File: config.mk
export PLATFORM = sky130hd
export DESIGN_NAME = rv_mask_serializer
export DESIGN_NICKNAME = d
export VERILOG_FILES = /design/src/rtl/rv_mask_serializer.sv
export SDC_FILE = /design/constraint.sdc
export NUM_CORES = 1
export LEC_CHECK = 0
export ABC_AREA = 0
export CORE_AREA = 2 2 49 51
export DETAILED_ROUTE_END_ITERATION = 10
export DIE_AREA = 0 0 51 53
export GPL_TIMING_DRIVEN = 1
export PLACE_DENSITY = 0.61
export SETUP_SLACK_MARGIN = 0.15
export SKIP_CTS_REPAIR_TIMING = 1
export SLEW_MARGIN = 0
export SYNTH_ARGS = -nofsm -noshare
export SYNTH_HDL_FRONTEND = slang
export SYNTH_SLANG_ARGS = --single-unit
File: constraint.sdc
create_clock -name clk -period 4.2 [get_ports clk]
set_clock_uncertainty 0.1 [all_clocks]
set_input_delay 0.63 -clock clk [delete_from_list [all_inputs] [get_ports clk]]
set_output_delay 0.63 -clock clk [all_outputs]
set_load 0.05 [all_outputs]
File: src/rtl/rv_mask_serializer.sv
// rv_mask_serializer: takes an N-bit thread mask over a valid/ready handshake
// and emits the index of every set bit, lowest first, one beat per output
// handshake, together with the mask's ones-count and the beat position.
// Optional macro RV_MASK_SER_BYPASS_EN: accept the next mask on the final
// beat of the current one so batches run back to back (adds a combinational
// out_ready_i -> in_ready_o path).
module rv_mask_serializer #(
    parameter int N    = 4,
    parameter int IDXW = (N > 1) ? $clog2(N) : 1,
    parameter int M    = $clog2(N + 1)
) (
    input  logic            clk,
    input  logic            reset_n,
    input  logic            in_valid_i,
    output logic            in_ready_o,
    input  logic [N-1:0]    in_mask_i,
    output logic            out_valid_o,
    input  logic            out_ready_i,
    output logic [IDXW-1:0] out_idx_o,
    output logic            out_last_o,
    output logic [M-1:0]    out_cnt_o,
    output logic [M-1:0]    out_pos_o
);

    typedef enum logic {IDLE = 1'b0, EMIT = 1'b1} state_t;

    state_t       state, state_nx;
    logic [N-1:0] pending, pending_nx;
    logic [M-1:0] cnt, cnt_nx;
    logic [M-1:0] pos, pos_nx;
    logic [N-1:0] low_bit;
    logic         accept;
    logic         beat_fire;

    // Index of the lowest set bit; 0 for an empty vector.
    function automatic logic [IDXW-1:0] lowest_idx(input logic [N-1:0] v);
        logic [IDXW-1:0] r;
        r = '0;
        for (int i = N - 1; i >= 0; i--) begin
            if (v[i]) r = IDXW'(i);
        end
        return r;
    endfunction

    // Number of set bits; M bits always holds N.
    function automatic logic [M-1:0] ones_count(input logic [N-1:0] v);
        logic [M-1:0] r;
        r = '0;
        for (int i = 0; i < N; i++) begin
            r = r + M'(v[i]);
        end
        return r;
    endfunction

    // True when exactly one bit is set.
    function automatic logic is_single(input logic [N-1:0] v);
        return (v != '0) && ((v & (v - N'(1))) == '0);
    endfunction

    // Output side is a pure function of registered state.
    assign out_valid_o = (state == EMIT);
    assign out_idx_o   = lowest_idx(pending);
    assign out_last_o  = is_single(pending);
    assign out_cnt_o   = cnt;
    assign out_pos_o   = pos;

`ifdef RV_MASK_SER_BYPASS_EN
    assign in_ready_o  = (state == IDLE) || (out_valid_o && out_ready_i && out_last_o);
`else
    assign in_ready_o  = (state == IDLE);
`endif

    // Isolates the lowest pending bit so it can be cleared after its beat.
    assign low_bit   = pending & (~pending + N'(1));
    assign beat_fire = out_valid_o && out_ready_i;
    assign accept    = in_valid_i && in_ready_o;

    // Next-state and next-datapath: retire a beat, then let a new mask override.
    always_comb begin
        state_nx   = state;
        pending_nx = pending;
        cnt_nx     = cnt;
        pos_nx     = pos;
        if (beat_fire) begin
            if (out_last_o) begin
                state_nx   = IDLE;
                pending_nx = '0;
            end else begin
                pending_nx = pending & ~low_bit;
                pos_nx     = pos + M'(1);
            end
        end
        // A zero mask is swallowed: nothing is loaded and the state is untouched.
        if (accept && (in_mask_i != '0)) begin
            state_nx   = EMIT;
            pending_nx = in_mask_i;
            cnt_nx     = ones_count(in_mask_i);
            pos_nx     = '0;
        end
    end

    // State register; reset aborts any batch in flight.
    always_ff @(posedge clk or negedge reset_n) begin
        if (!reset_n) begin
            state <= IDLE;
        end else begin
            state <= state_nx;
        end
    end

    // Pending mask, count and position registers; reset to 0 so idle outputs are never X.
    always_ff @(posedge clk or negedge reset_n) begin
        if (!reset_n) begin
            pending <= '0;
            cnt     <= '0;
            pos     <= '0;
        end else begin
            pending <= pending_nx;
            cnt     <= cnt_nx;
            pos     <= pos_nx;
        end
    end

endmodule

* Yosys cells after proc, flatten, opt, wreduce, memory -nomap -nowiden
Index checks and enable logic that the tools add are counted.
Word-level totals: flip-flop bits (word level) 11, input port bits 8, output and inout port bits 11, logic and storage cells 41
Operators by class: $add $sub $neg 6, eq/ne operators 1, mux-type cells 13, bitwise operators 6, reductions and logical operators 11
Operators with widths (count):
- AND 4 bit | 3
- 2-to-1 mux 4 bit | 3
- 2-to-1 mux 3 bit | 3
- 2-to-1 mux 2 bit | 4
- inverter 4 bit | 2
- nonzero test 4 bit | 2
- adder 4 x 1 -> 4 bit, second input constant | 1
- logical AND 1 bit | 4
- zero test 4 bit | 1
- AND reduction 2 bit | 2
- nonzero test 2 bit | 2
- subtractor 4 x 1 -> 4 bit, second input constant | 1
- adder 2 x 1 -> 3 bit | 1
- adder 3 x 1 -> 3 bit | 1
- adder 3 x 1 -> 3 bit, second input constant | 1
- 2-to-1 mux 1 bit | 3
- adder 1 x 1 -> 2 bit | 1
- inequality test 2 x 1 -> 1 bit, second input constant | 1
- inverter 1 bit | 1

* Depth between registers and ports, before layout
Gate-level depths: netlist (run 1).
depth after elaboration 8, mapped depth 7, gate-level depth less buffers 7

* Worst setup path after synthesis (run 1)
No wires, ideal clock.
kind register to output, start register pending[0], end output out_idx_o[1], arrival time 1.572 ns, data required time 3.470 ns, path slack 1.898 ns, stages on the path, launching flop included 3, buffers on the path 1, path through dfrtp_1 > buf_6 > nor3_1
On the way: word-level cells in the longest chain between the ends 1
RTL lines:
- start, declared | RTL line 28 | logic [N-1:0] pending, pending_nx;
- start signal, assigned | RTL line 118 | pending <= pending_nx;
- 2-to-1 mux 2 bit | RTL line 40 | if (v[i]) r = IDXW'(i);
- end, declared | RTL line 19 | output logic [IDXW-1:0] out_idx_o,
No other way between the ends.

* Worst setup path after layout (run 1)
start register pending[0], end output out_last_o
On the way: word-level cells in the longest chain between the ends 4, elaborated cells between the ends (all ways) 5, classes of those cells add/sub: 1; bitwise: 1; reduce/logical: 3
RTL lines:
- subtractor 4 x 1 -> 4 bit | RTL line 57 | return (v != '0) && ((v & (v - N'(1))) == '0);
- AND 4 bit | RTL line 57
- zero test 4 bit | RTL line 57
- logical AND 1 bit (*) | RTL line 57
- end, declared | RTL line 20 | output logic out_last_o,
Every way passes the cells marked *; elsewhere a longest branch is shown, timed or not.

==> impl_metrics.ini, run 1 <==
[global_route]
grt_first_pass_wirelength_mm = 2.366
grt_max_degree = 14
gr-usage-all-layers_pct = 11.95
grt_pass1_vias = 499
grt-ovfl-total = 0
antenna_found_initial = 0

[setup_path]
rrSetupSlack_ps = 2560
arrival_ps = 2220
cp_max_fo = 8
worst_ep_required_time_ps = 3470
reg2reg_to = out_valid_o
slowest_delay_ps = 860
critPathLaunchType = flop
crit_path_top_delay_cell = clkdlybuf4s50_1
crit_type = reg2out
crit_path_cell_trace = nor4b_1 -> a221o_1 -> clkdlybuf4s50_1
end_kind = output port
r2r.worst_path.cells = 4
timing.rr.start = pending[0]

[synth]
ys_warn_count = 0
yosysTopAreaCell = dfrtp_1
syn_nets = 79
synth_cell_types = 23
synth_area_um2 = 625.6
synthesis.instances = 66
yosysSeqAreaShare_pct = 44.00
syn_avg_cell_area_um2 = 9.479
synth_area_leaders = dfrtp_1 44%, ha_1 8.0%, nand2_1 6.0%, o211ai_1 6.0%, inv_1 4.2%
ys_ff_latch = 11
synth_top_area_share_pct = 44.00

[routing]
firstDrtPassIters = 3
drt_iter0_drc = 4
viasPerCell = 4.593
wl_mm = 1.371
route.detailed.drc = 0
post_drt_wl_per_cell_um = 12.13
ant_nets = 0
vias = 519

[floorplanning]
die_w_um = 51
num_io_pins = 19
start_util_pct = 29.12
core_area_um2 = 2148
die_h_um = 53
rows = 17
fp.dieArea_um2 = 2703

[sta]
final-max-slew-violation-count = 0
tns_ps = 0
fin_crit_sh_pct = 70.12
fmax_mhz = 339.5
setup_viol = 0
period_minus_slack_ps = 2945
hold_violations = 0
worst_slew_pin_slew_ps = 931.7
slew_headroom_pct = 37.47
rsz0062_at_grt = no

[worst_hold_path]
hold_path_class = reg2reg
hold_depth = 2
hold-path-endpoint = out_cnt_o[0]
worstHoldStart = out_cnt_o[0]

[finish]
n_antenna_cell = 0
drive_gt1_share_pct = 3.529
design_area_um2 = 840.8
layout.nets = 99
syn_to_final_growth_pct = 34.40

[clocking]
cts_inserted_buffers = 3
cts.sinks = 11
h-tree-depth = 1
root_buffer = clkbuf_4
cts_tree = done
clk_pin_slew_ps = 70
clock_latency_ps = 260
clockBufferDepth = 2

[placement]
gp_congestion = 0.7758
port_buffers = 18
hpwl_mm = 1.060
placed_cell_area_um2 = 814.5

[outcome]
status = finished, final reports clean

[job]
maxCapViolations = 0
==> registers in the layout, indices dropped and copies added, names as in the netlist <==
name	flops
out_pos_o	3
out_cnt_o	3
pending	4
out_valid_o	1
==> per-layer routing <==
layer,track usage (%),vias to the layer above,routed length [um]
met4,4.054,0,19
met3,3.390,2,41
met2,20.13,14,651
met5,0,-,0
met1,14.61,236,657
li1,-,267,-
==> cell usage in the layout, fill, tap and decap left out, types with 2 or more instances in the layout <==
cell / instances
clkdlybuf4s50_1: 18
dfrtp_1: 11
nand2_1: 10
inv_1: 7
o211ai_1: 5
nor2_1: 4
ha_1: 4
nand3_1: 3
o21ai_0: 3
o31ai_1: 3
clkbuf_4: 3
nor2b_1: 2
==> worst max-delay path by stage <==
stage,depth (start not counted),slack [ps],endpoint,start
2_1_floorplan,2,1900,out_idx_o[1],pending[0]
3_3_place_gp,3,1600,out_last_o,pending[0]
3_5_place_dp,3,1570,out_last_o,pending[0]
4_1_cts,3,1270,out_last_o,pending[0]
5_1_grt,3,1180,out_last_o,pending[0]
6_report,3,1250,out_last_o,pending[0]
==> cell usage after synthesis, drive strengths merged <==
cell     n
a21oi    1
a221o    1
a32o     1
buf      2
clkbuf   1
dfrtp   11
fa       1
ha       4
inv      7
nand2   10
nand2b   1
nand3    3
nor2     4
nor2b    2
nor3     1
nor4b    1
o211ai   5
o21a     1
o21ai    4
o31ai    3
or2      1
xor2     1
==> critical path: cells and delay by family (launching register included) <==
kind,cells,cell delay [ps]
buffers and inverters,1,860
and+or+nand+nor,1,310
AOI/OAI and AO/OA,1,320
DFF,1,460
==> metrics by stage <==
stage,setup WS (ps),cells,util [%],hold WS (ps)
4_1_cts,1270,113,39.14,385.2
3_3_place_gp,1596,109,37.92,359.7
6_report,1255,113,39.14,379.0
2_1_floorplan,1898,66,-,234.4
5_1_grt,1181,113,39.14,415.4
3_5_place_dp,1570,109,37.92,368.8
==> logic make-up after synthesis <==
group,after synthesis,share of synthesized area [%]
and+or+nand+nor,23,17.00
AOI/OAI and AO/OA,16,18.00
adders and majority gates,5,11.20
buffers and inverters,10,8.400
DFF,11,44.00
xor gates and xnor gates,1,1.400
==> layout make-up <==
type,instances,area [um^2]
fill,221,1308
multi-input combinational,45,297.8
sequential,11,275.3
timing repair buffer,18,180.2
tap,28,35.03
clock buffer,4,26.28
inverter,7,26.28
Power of run 1 is not shown: default switching activity piles up to over one toggle a cycle in this logic, so the estimate is an artifact.
==> run 2, diff against run 1 <==
- PLACE_DENSITY: 0.61 -> 0.63
- clock period: 4.2 -> 2.6 ns (I/O delays scaled with it)
==> impl_metrics.ini, run 2 (synthesis results as in run 1) <==
[placement]
gp_congestion = 0.7366
placed_cell_area_um2 = 812.0
port_buffers = 18
hpwl_mm = 1.008

[floorplanning]
rows = 17
die_w_um = 51
num_io_pins = 19
start_util_pct = 29.12
die_h_um = 53
core_area_um2 = 2148
fp.dieArea_um2 = 2703

[global_route]
grt_first_pass_wirelength_mm = 2.139
grt_pass1_vias = 492
antenna_found_initial = 0
grt-ovfl-total = 0
grt_max_degree = 14
gr-usage-all-layers_pct = 11.06

[sta]
tns_ps = 0
setup_viol = 0
rsz0062_at_grt = no
final-max-slew-violation-count = 0
fmax_mhz = 438.4
fin_crit_sh_pct = 87.72
period_minus_slack_ps = 2281
worst_slew_pin_slew_ps = 743.1
hold_violations = 0
slew_headroom_pct = 50.12

[routing]
drt_iter0_drc = 15
viasPerCell = 4.743
ant_nets = 0
route.detailed.drc = 0
wl_mm = 1.297
vias = 536
post_drt_wl_per_cell_um = 11.48
firstDrtPassIters = 4

[clocking]
h-tree-depth = 1
cts_tree = done
cts_inserted_buffers = 3
clk_pin_slew_ps = 80
clockBufferDepth = 2
root_buffer = clkbuf_4
cts.sinks = 11
clock_latency_ps = 280

[outcome]
status = finished, final reports clean

[finish]
design_area_um2 = 839.6
layout.nets = 99
largest_reg_flops = 4
syn_to_final_growth_pct = 34.20
drive_gt1_share_pct = 5.882
nFillCells = 220
regMostFlops = pending
layout_commonest_cell = clkdlybuf4s50_1
n_antenna_cell = 0
layout_common_cells = 17 x clkdlybuf4s50_1, 11 x dfrtp_1, 10 x nand2_1

[setup_path]
cp_max_fo = 5
arrival_ps = 1790
end_kind = output port
crit_type = reg2out
critPathLaunchType = flop
worst_ep_required_time_ps = 2110
rrSetupSlack_ps = 980

[job]
maxCapViolations = 0

[worst_hold_path]
hold_path_class = in2async
-- run 2: cell count changes in the layout (fill, tap and decap cells not counted), sizes merged --
cell / before / now
clkdlybuf4s50: 18 / 17
buf: 0 / 1
clkbuf: 4 / 3
clkinv: 0 / 1
-- run 2: layer usage --
| layer | part of all wire, % | global-route usage, % |
|---|---|---|
| met2 | 45 | 16.02 |
| met1 | 48 | 14.43 |
| met4 | 1.5 | 9.459 |
| met5 | 0 | 0 |
| met3 | 5.2 | 1.412 |
-- run 2: path summary, 6_finish.rpt --
path	start	end	cells after the start
setup / recovery	pending[2]	out_idx_o[0]	4
hold / removal	reset_n	out_pos_o[2]	1
setup reg to reg	pending[0]	out_valid_o	4
hold reg to reg	out_pos_o[2]	out_pos_o[2]	1
max in group asynchronous	reset_n	pending[2]	1
min in group clk	out_pos_o[2]	out_pos_o[2]	1
-- run 2: area by class of cell --
| cell class | instances | area [um^2] | share of cell area (%) |
|---|---|---|---|
| Multi-Input combinational cell | 45 | 297.8 | 35.47 |
| Sequential cell | 11 | 275.3 | 32.79 |
| Timing Repair Buffer | 18 | 177.7 | 21.16 |
| Tap cell | 28 | 35.03 | 4.173 |
| Inverter | 7 | 26.28 | 3.130 |
| Clock buffer | 3 | 22.52 | 2.683 |
| Clock inverter | 1 | 5.005 | 0.5961 |
-- run 2: metrics by stage --
| stage | cells | hold WS, ps | setup WS, ps | util (%) |
|---|---|---|---|---|
| finish | 113 | 350.3 | 319.2 | 39.08 |
| global route | 113 | 379.3 | 229.0 | 39.08 |
| CTS | 113 | 363.3 | 304.8 | 39.08 |
| detailed placement | 109 | 374.7 | 337.4 | 37.80 |
| global placement | 109 | 369.5 | 332.7 | 37.80 |
| floorplan | 66 | -5.591 | 538.0 | - |
-- run 2: worst max-delay path: stages (launching register included) --
cell	delay, ps
dfrtp_1	420
nor2b_1	170
nor2_1	50
nor2_1	90
clkdlybuf4s50_1	800
Power of run 2 is left out for the same reason.
